--- config.mk ---
export PLATFORM = sky130hd
export DESIGN_NAME = scaled_word_encoder_flat
export DESIGN_NICKNAME = d
export VERILOG_FILES = /design/src/rtl/scaled_word_encoder_pkg.sv /design/src/rtl/scaled_word_encoder_if.sv /design/src/rtl/scaled_word_encoder_fit_check.sv /design/src/rtl/scaled_word_encoder.sv /design/src/flat_wrapper.sv
export SDC_FILE = /design/constraint.sdc
export NUM_CORES = 1
export LEC_CHECK = 0
export CORE_ASPECT_RATIO = 1.4
export CORE_MARGIN = 2
export CORE_UTILIZATION = 58
export DETAILED_ROUTE_END_ITERATION = 6
export GPL_TIMING_DRIVEN = 0
export PLACE_DENSITY_LB_ADDON = 0.12
export RECOVER_POWER = 25
export SKIP_CTS_REPAIR_TIMING = 1
export SYNTH_ARGS = -nofsm -noshare
export SYNTH_HDL_FRONTEND = slang
export SYNTH_SLANG_ARGS = --single-unit
export TNS_END_PERCENT = 20
--- constraint.sdc ---
create_clock -name clk -period 4.97 [get_ports clk]
set_clock_uncertainty 0.15 [all_clocks]
set_input_delay 0.7455 -clock clk [delete_from_list [all_inputs] [get_ports clk]]
set_output_delay 0.7455 -clock clk [all_outputs]
set_load 0.005 [all_outputs]
--- src/rtl/scaled_word_encoder_pkg.sv ---
// Shared constants, word layout and FSM state for the scaled-word encoder.
// Mantissa/scale widths and saturation limits live here.
package scaled_word_encoder_pkg;

  localparam int IN_W    = 32;
  localparam int IN_FRAC = 16;
  localparam int MANT_W  = 13;
  localparam int SCALE_W = 3;
  localparam int WORD_W  = MANT_W + SCALE_W;

  localparam int MANT_LSB = SCALE_W;
  localparam int MANT_MSB = WORD_W - 1;
  localparam int SCALE_MSB = SCALE_W - 1;

  localparam int signed MANT_MAX = 4095;
  localparam int signed MANT_MIN = -4096;

  typedef enum logic [1:0] {
    ST_IDLE   = 2'd0,
    ST_SEARCH = 2'd1,
    ST_DONE   = 2'd2
  } enc_state_e;

endpackage

--- src/rtl/scaled_word_encoder_if.sv ---
// Operand/result handshake bundle for the scaled-word encoder.
// slave: encoder side; master: producer + consumer side.
interface scaled_word_encoder_if;

  logic [scaled_word_encoder_pkg::IN_W-1:0]   in_data;
  logic                                       in_valid;
  logic                                       in_ready;
  logic [scaled_word_encoder_pkg::WORD_W-1:0] out_word;
  logic                                       out_ovf;
  logic                                       out_inexact;
  logic                                       out_valid;
  logic                                       out_ready;

  modport slave (
    input  in_data, in_valid, out_ready,
    output in_ready, out_word, out_ovf,
    output out_inexact, out_valid
  );

  modport master (
    output in_data, in_valid, out_ready,
    input  in_ready, out_word, out_ovf,
    input  out_inexact, out_valid
  );

endinterface

--- src/rtl/scaled_word_encoder_fit_check.sv ---
// Combinational fit test of one candidate scale: data_i, scale_i ->
// shifted mantissa mant_o, range flag fits_o, discarded-bits flag inexact_o.
module scaled_fit_check
  import scaled_word_encoder_pkg::*;
(
  input  logic [IN_W-1:0]    data_i,
  input  logic [SCALE_W-1:0] scale_i,
  output logic [MANT_W-1:0]  mant_o,
  output logic               fits_o,
  output logic               inexact_o
);

  logic [4:0]             sh;
  logic signed [IN_W-1:0] shifted;
  logic [IN_W-1:0]        mask;

  // Keeping s fractional bits means dropping IN_FRAC - s bits.
  assign sh      = 5'(IN_FRAC) - 5'(scale_i);
  assign shifted = $signed(data_i) >>> sh;
  assign mask    = (IN_W'(1) << sh) - IN_W'(1);

  assign fits_o    = (shifted >= MANT_MIN) && (shifted <= MANT_MAX);
  assign mant_o    = shifted[MANT_W-1:0];
  assign inexact_o = |(data_i & mask);

endmodule

--- src/rtl/scaled_word_encoder.sv ---
// Serial Q16.16 -> {mantissa, scale} encoder, one scale tried per cycle.
// Ports: clk, rst (sync, active-high), bus (slave handshake bundle).
module scaled_word_encoder
  import scaled_word_encoder_pkg::*;
(
  input  logic                 clk,
  input  logic                 rst,
  scaled_word_encoder_if.slave bus
);

  enc_state_e         state_q, state_d;
  logic [IN_W-1:0]    op_q, op_d;
  logic [SCALE_W-1:0] s_q, s_d;
  logic [WORD_W-1:0]  word_q, word_d;
  logic               ovf_q, ovf_d;
  logic               inx_q, inx_d;

  logic [MANT_W-1:0]  m_cand;
  logic               fits;
  logic               fit_inx;

  scaled_fit_check u_fit (
    .data_i    (op_q),
    .scale_i   (s_q),
    .mant_o    (m_cand),
    .fits_o    (fits),
    .inexact_o (fit_inx)
  );

  always_ff @(posedge clk) begin
    if (rst) begin
      state_q <= ST_IDLE;
      op_q    <= '0;
      s_q     <= '0;
      word_q  <= '0;
      ovf_q   <= 1'b0;
      inx_q   <= 1'b0;
    end else begin
      state_q <= state_d;
      op_q    <= op_d;
      s_q     <= s_d;
      word_q  <= word_d;
      ovf_q   <= ovf_d;
      inx_q   <= inx_d;
    end
  end

  always_comb begin
    state_d = state_q;
    op_d    = op_q;
    s_d     = s_q;
    word_d  = word_q;
    ovf_d   = ovf_q;
    inx_d   = inx_q;
    unique case (state_q)
      ST_IDLE: begin
        if (bus.in_valid) begin
          op_d    = bus.in_data;
          s_d     = '1;
          state_d = ST_SEARCH;
        end
      end
      ST_SEARCH: begin
        if (fits) begin
          word_d  = {m_cand, s_q};
          ovf_d   = 1'b0;
          inx_d   = fit_inx;
          state_d = ST_DONE;
        end else if (s_q == '0) begin
          // Still too big at s=0: clamp toward the operand's sign.
          word_d  = {op_q[IN_W-1] ? MANT_W'(MANT_MIN)
                                  : MANT_W'(MANT_MAX),
                     SCALE_W'(0)};
          ovf_d   = 1'b1;
          inx_d   = 1'b1;
          state_d = ST_DONE;
        end else begin
          s_d = s_q - SCALE_W'(1);
        end
      end
      ST_DONE: begin
        if (bus.out_ready) state_d = ST_IDLE;
      end
      default: state_d = ST_IDLE;
    endcase
  end

  always_comb begin
    bus.in_ready    = (state_q == ST_IDLE);
    bus.out_valid   = (state_q == ST_DONE);
    bus.out_word    = word_q;
    bus.out_ovf     = ovf_q;
    bus.out_inexact = inx_q;
  end

endmodule
--- src/flat_wrapper.sv ---
// flat-port wrapper written by rule: the top's interface ports become plain ports
module scaled_word_encoder_flat import scaled_word_encoder_pkg::*;
  (clk, rst, bus_in_data, bus_in_valid, bus_out_ready, bus_in_ready, bus_out_word, bus_out_ovf, bus_out_inexact, bus_out_valid);
  scaled_word_encoder_if bus_i ();
  input  logic clk;
  input  logic rst;
  input wire logic [$bits(bus_i.in_data)-1:0] bus_in_data;
  input wire logic [$bits(bus_i.in_valid)-1:0] bus_in_valid;
  input wire logic [$bits(bus_i.out_ready)-1:0] bus_out_ready;
  output wire logic [$bits(bus_i.in_ready)-1:0] bus_in_ready;
  output wire logic [$bits(bus_i.out_word)-1:0] bus_out_word;
  output wire logic [$bits(bus_i.out_ovf)-1:0] bus_out_ovf;
  output wire logic [$bits(bus_i.out_inexact)-1:0] bus_out_inexact;
  output wire logic [$bits(bus_i.out_valid)-1:0] bus_out_valid;
  assign bus_i.in_data = bus_in_data;
  assign bus_i.in_valid = bus_in_valid;
  assign bus_i.out_ready = bus_out_ready;
  assign bus_in_ready = bus_i.in_ready;
  assign bus_out_word = bus_i.out_word;
  assign bus_out_ovf = bus_i.out_ovf;
  assign bus_out_inexact = bus_i.out_inexact;
  assign bus_out_valid = bus_i.out_valid;
  scaled_word_encoder u_core (.clk(clk), .rst(rst), .bus(bus_i));
endmodule
==> flow_metrics.env <==
export IMPL_status="complete, no violations"
export IMPL_final_common_cell="nand2_1"
export IMPL_maxClockFrequency_mhz=205.0
export IMPL_synth_cells=689
export IMPL_dieArea_sq_mm=0.009574
export IMPL_fin_nets=792
export IMPL_maxCapViolations=0
export IMPL_clock_sinks=55
export IMPL_grt_overflow=0
export IMPL_finalHoldViolations=0
export IMPL_pin_count=56
export IMPL_crit_type="register to register"
export IMPL_synth_edff_count=0
export IMPL_grt_pass1_vias=5970
export IMPL_antenna_found_initial=0
export IMPL_cts_tree="yes"
export IMPL_r2r_end="u_core.bus.out_inexact$_SDFFE_PP0P_"
export IMPL_synth_seq_cells=55
export IMPL_die_height_um=115.0
export IMPL_critPathRequiredTime_ps=4980
export IMPL_max_slew_worst_pin_slew_ps=1016
export IMPL_crit_chain="buf_6, inv_1, clkbuf_2, buf_4, ha_1, ha_2, buf_4, clkbuf_4, clkbuf_4, nor2_2, nand2_1, ha_4, inv_1, nor2_1, o21ai_0, nand2_1, a22o_1, a2111oi_4, nand4_1, nor3_2, a211oi_1"
export IMPL_clk_pin_slew_worst_paths_ps=80
export IMPL_num_vias=6090
export IMPL_n_antenna_cell=0
export IMPL_r2r_cells=21
export IMPL_root_buffer="clkbuf_16"
export IMPL_port_buffers=54
export IMPL_gp_congestion=1.167
export IMPL_hold_class="register to register"
export IMPL_hold_slack_ps=316.0
export IMPL_htreeDepth=2
export IMPL_worst_path_stages=21
export IMPL_worst_path_buf_inv=8
export IMPL_grt_max_degree=19
export IMPL_ys_warn_count=0
export IMPL_power_density_mw_per_mm2=595.9
export IMPL_cts_path_max_buffers=2
export IMPL_critical_path_arrival_ps=4890
export IMPL_cts_buffers=5
export IMPL_reg2reg_slack_ps=90
export IMPL_grt_use_total_pct=44.51
export IMPL_syn_area_per_cell_sq_um=7.406
export IMPL_synth_distinct_cells=71
export IMPL_syn2layout_area_growth_pct=17.97
export IMPL_start_util_pct=59.62
export IMPL_fin_cells=855
export IMPL_crit_path_end="u_core.bus.out_inexact$_SDFFE_PP0P_"
export IMPL_max_vdd_ir_drop_mv=0.3298
export IMPL_finish_utilization_pct=70.34
export IMPL_fin_tns_setup_ps=0
export IMPL_slowest_delay_ps=380
export IMPL_crit_fanout=12
export IMPL_startpoint="u_core.s_q[0]$_SDFFE_PP0P_"
export IMPL_synth_seq_area_share_pct=21.58
export IMPL_relSlewSlack_pct=31.68
export IMPL_core_area_sq_mm=0.008558
export IMPL_first_pass_iters=5
export IMPL_worstSkewPairLatency_ps=300
export IMPL_vias_per_cell=7.123
export IMPL_drc_errors=0
export IMPL_synth_fp_nets=732
export IMPL_worst_setup_path_start_kind="register"
export IMPL_power_leakage_nw=2.145
export IMPL_syn_cell_area_sq_mm=0.005102
export IMPL_dp_cells=848
export IMPL_reg2reg_from="u_core.s_q[0]$_SDFFE_PP0P_"
export IMPL_drv_slew=0
export IMPL_drive_above_1_share_pct=13.47
export IMPL_fin_area_sq_mm=0.006020
export IMPL_worstSetupEndpointType="register"
export IMPL_dpl_cell_area_sq_mm=0.005781
export IMPL_die_x_um=83.27
export IMPL_antenna_left=0
export IMPL_cpLargestDelayFamily="buffers and inverters"
export IMPL_period_needed_ps=4878
export IMPL_mostFrequentLayoutCells="nand2_1 (140), a21oi_1 (63), dfxtp_1 (54)"
export IMPL_drt_wl_total_mm=21.00
export IMPL_crit_path_top_delay_cell="dfxtp_2"
export IMPL_finalSetupViolCount=0
export IMPL_postSynth_asyncResetShare_pct=0
export IMPL_drt_iter0_drc=984
export IMPL_ys_flop_type="dfxtp_1"
export IMPL_rows=40
export IMPL_rsz0062_at_grt="false"
export IMPL_dp_hpwl_mm=15.69
export IMPL_wl_per_cell_um=24.57
export IMPL_grt_pass1_wl_mm=32.84
export IMPL_finalCritPeriodShare_pct=98.15
state kept, by name, summed over array words and instances (netlist names):
name,count
u_core.bus.out_ovf,1
u_core.s_q,3
u_core.op_q,32
u_core.bus.out_inexact,1
u_core.state_q,2
u_core.bus.out_word,16
logic make-up (layout without fill, tap and decap cells):
family          Yosys count  in the layout  synth area share (%)
compound gates          216            216                 28.94
xor+xnor                  7              7                 1.202
fa+ha+maj                 7              7                 1.716
buf+inv                  91            152                 8.190
flops                    55             55                 21.58
mux                      61             61                 16.23
simple gates            252            252                 22.14
metrics by stage:
| step | setup slack, ps | power (mW) |
|---|---|---|
| 6_report | 91.88 | 3.587 |
| 4_1_cts | -939.1 | 3.359 |
| 5_1_grt | 1.416 | 3.744 |
| 2_1_floorplan | 573.2 | 2.274 |
| 3_5_place_dp | -905.0 | 2.981 |
| 3_3_place_gp | -940.1 | 2.961 |
layout make-up:
| cell class | count | area, sq um |
|---|---|---|
| Sequential cell | 55 | 1102 |
| Fill cell | 744 | 2539 |
| Inverter | 23 | 86.33 |
| Buffer | 67 | 342.8 |
| Tap cell | 105 | 131.4 |
| Clock inverter | 3 | 22.52 |
| Clock buffer | 5 | 125.1 |
| Timing Repair Buffer | 54 | 540.5 |
| Multi-Input combinational cell | 543 | 3669 |
where the power goes:
part	internal (mW)	total (mW)	switching, mW
sequential	0.502	0.575	0.0737
clock	0.191	0.378	0.187
combinational	0.942	2.63	1.69
layer usage:
metal	track usage (%)	part of all wire [%]	vias to the layer above
met2	72.20	44	533
met1	49.04	33	2730
met3	11.49	12	191
met4	37.05	11	0
li1	-	-	2636
met5	0	0	-
Yosys cell counts, types with 5 or more instances:
master / instances / area [sq um]
nand2_1: 140 / 525.5
a21oi_1: 63 / 315.3
dfxtp_1: 55 / 1101
o21ai_0: 43 / 215.2
nor2_1: 39 / 146.4
clkbuf_1: 35 / 131.4
mux2i_1: 31 / 310.3
nand3_1: 24 / 120.1
inv_1: 23 / 86.33
a211oi_1: 16 / 120.1
buf_2: 16 / 80.08
mux4_2: 16 / 360.4
a31oi_1: 15 / 93.84
mux2_2: 13 / 146.4
nor3_1: 11 / 55.05
a221oi_2: 10 / 150.1
o211ai_1: 10 / 75.07
nand4_1: 8 / 50.05
buf_1: 7 / 26.28
ha_1: 7 / 87.58
a221oi_1: 6 / 52.55
buf_4: 5 / 37.54
buf_6: 5 / 56.30
nor2b_1: 5 / 31.28
how the worst min path moves through the flow:
stage	endpoint	depth (start not counted)	slack (ps)	from
2_1_floorplan	u_core.op_q[1]$_SDFFE_PP0P_	2	290	u_core.op_q[1]$_SDFFE_PP0P_
3_3_place_gp	u_core.bus.out_word[11]$_SDFFE_PP0P_	2	300	u_core.bus.out_word[11]$_SDFFE_PP0P_
3_5_place_dp	u_core.bus.out_word[9]$_SDFFE_PP0P_	2	310	u_core.bus.out_word[9]$_SDFFE_PP0P_
4_1_cts	u_core.bus.out_word[9]$_SDFFE_PP0P_	2	320	u_core.bus.out_word[9]$_SDFFE_PP0P_
5_1_grt	u_core.bus.out_word[9]$_SDFFE_PP0P_	2	340	u_core.bus.out_word[9]$_SDFFE_PP0P_
6_report	u_core.bus.out_word[6]$_SDFFE_PP0P_	2	320	u_core.bus.out_word[6]$_SDFFE_PP0P_
tightest hold or removal path, delay by kind of cell, from the launching register on:
family	cells	cell delay, ps
buf+inv	1	60
compound gates	1	50
flops	1	320
Power figures use the tool's default switching activity.
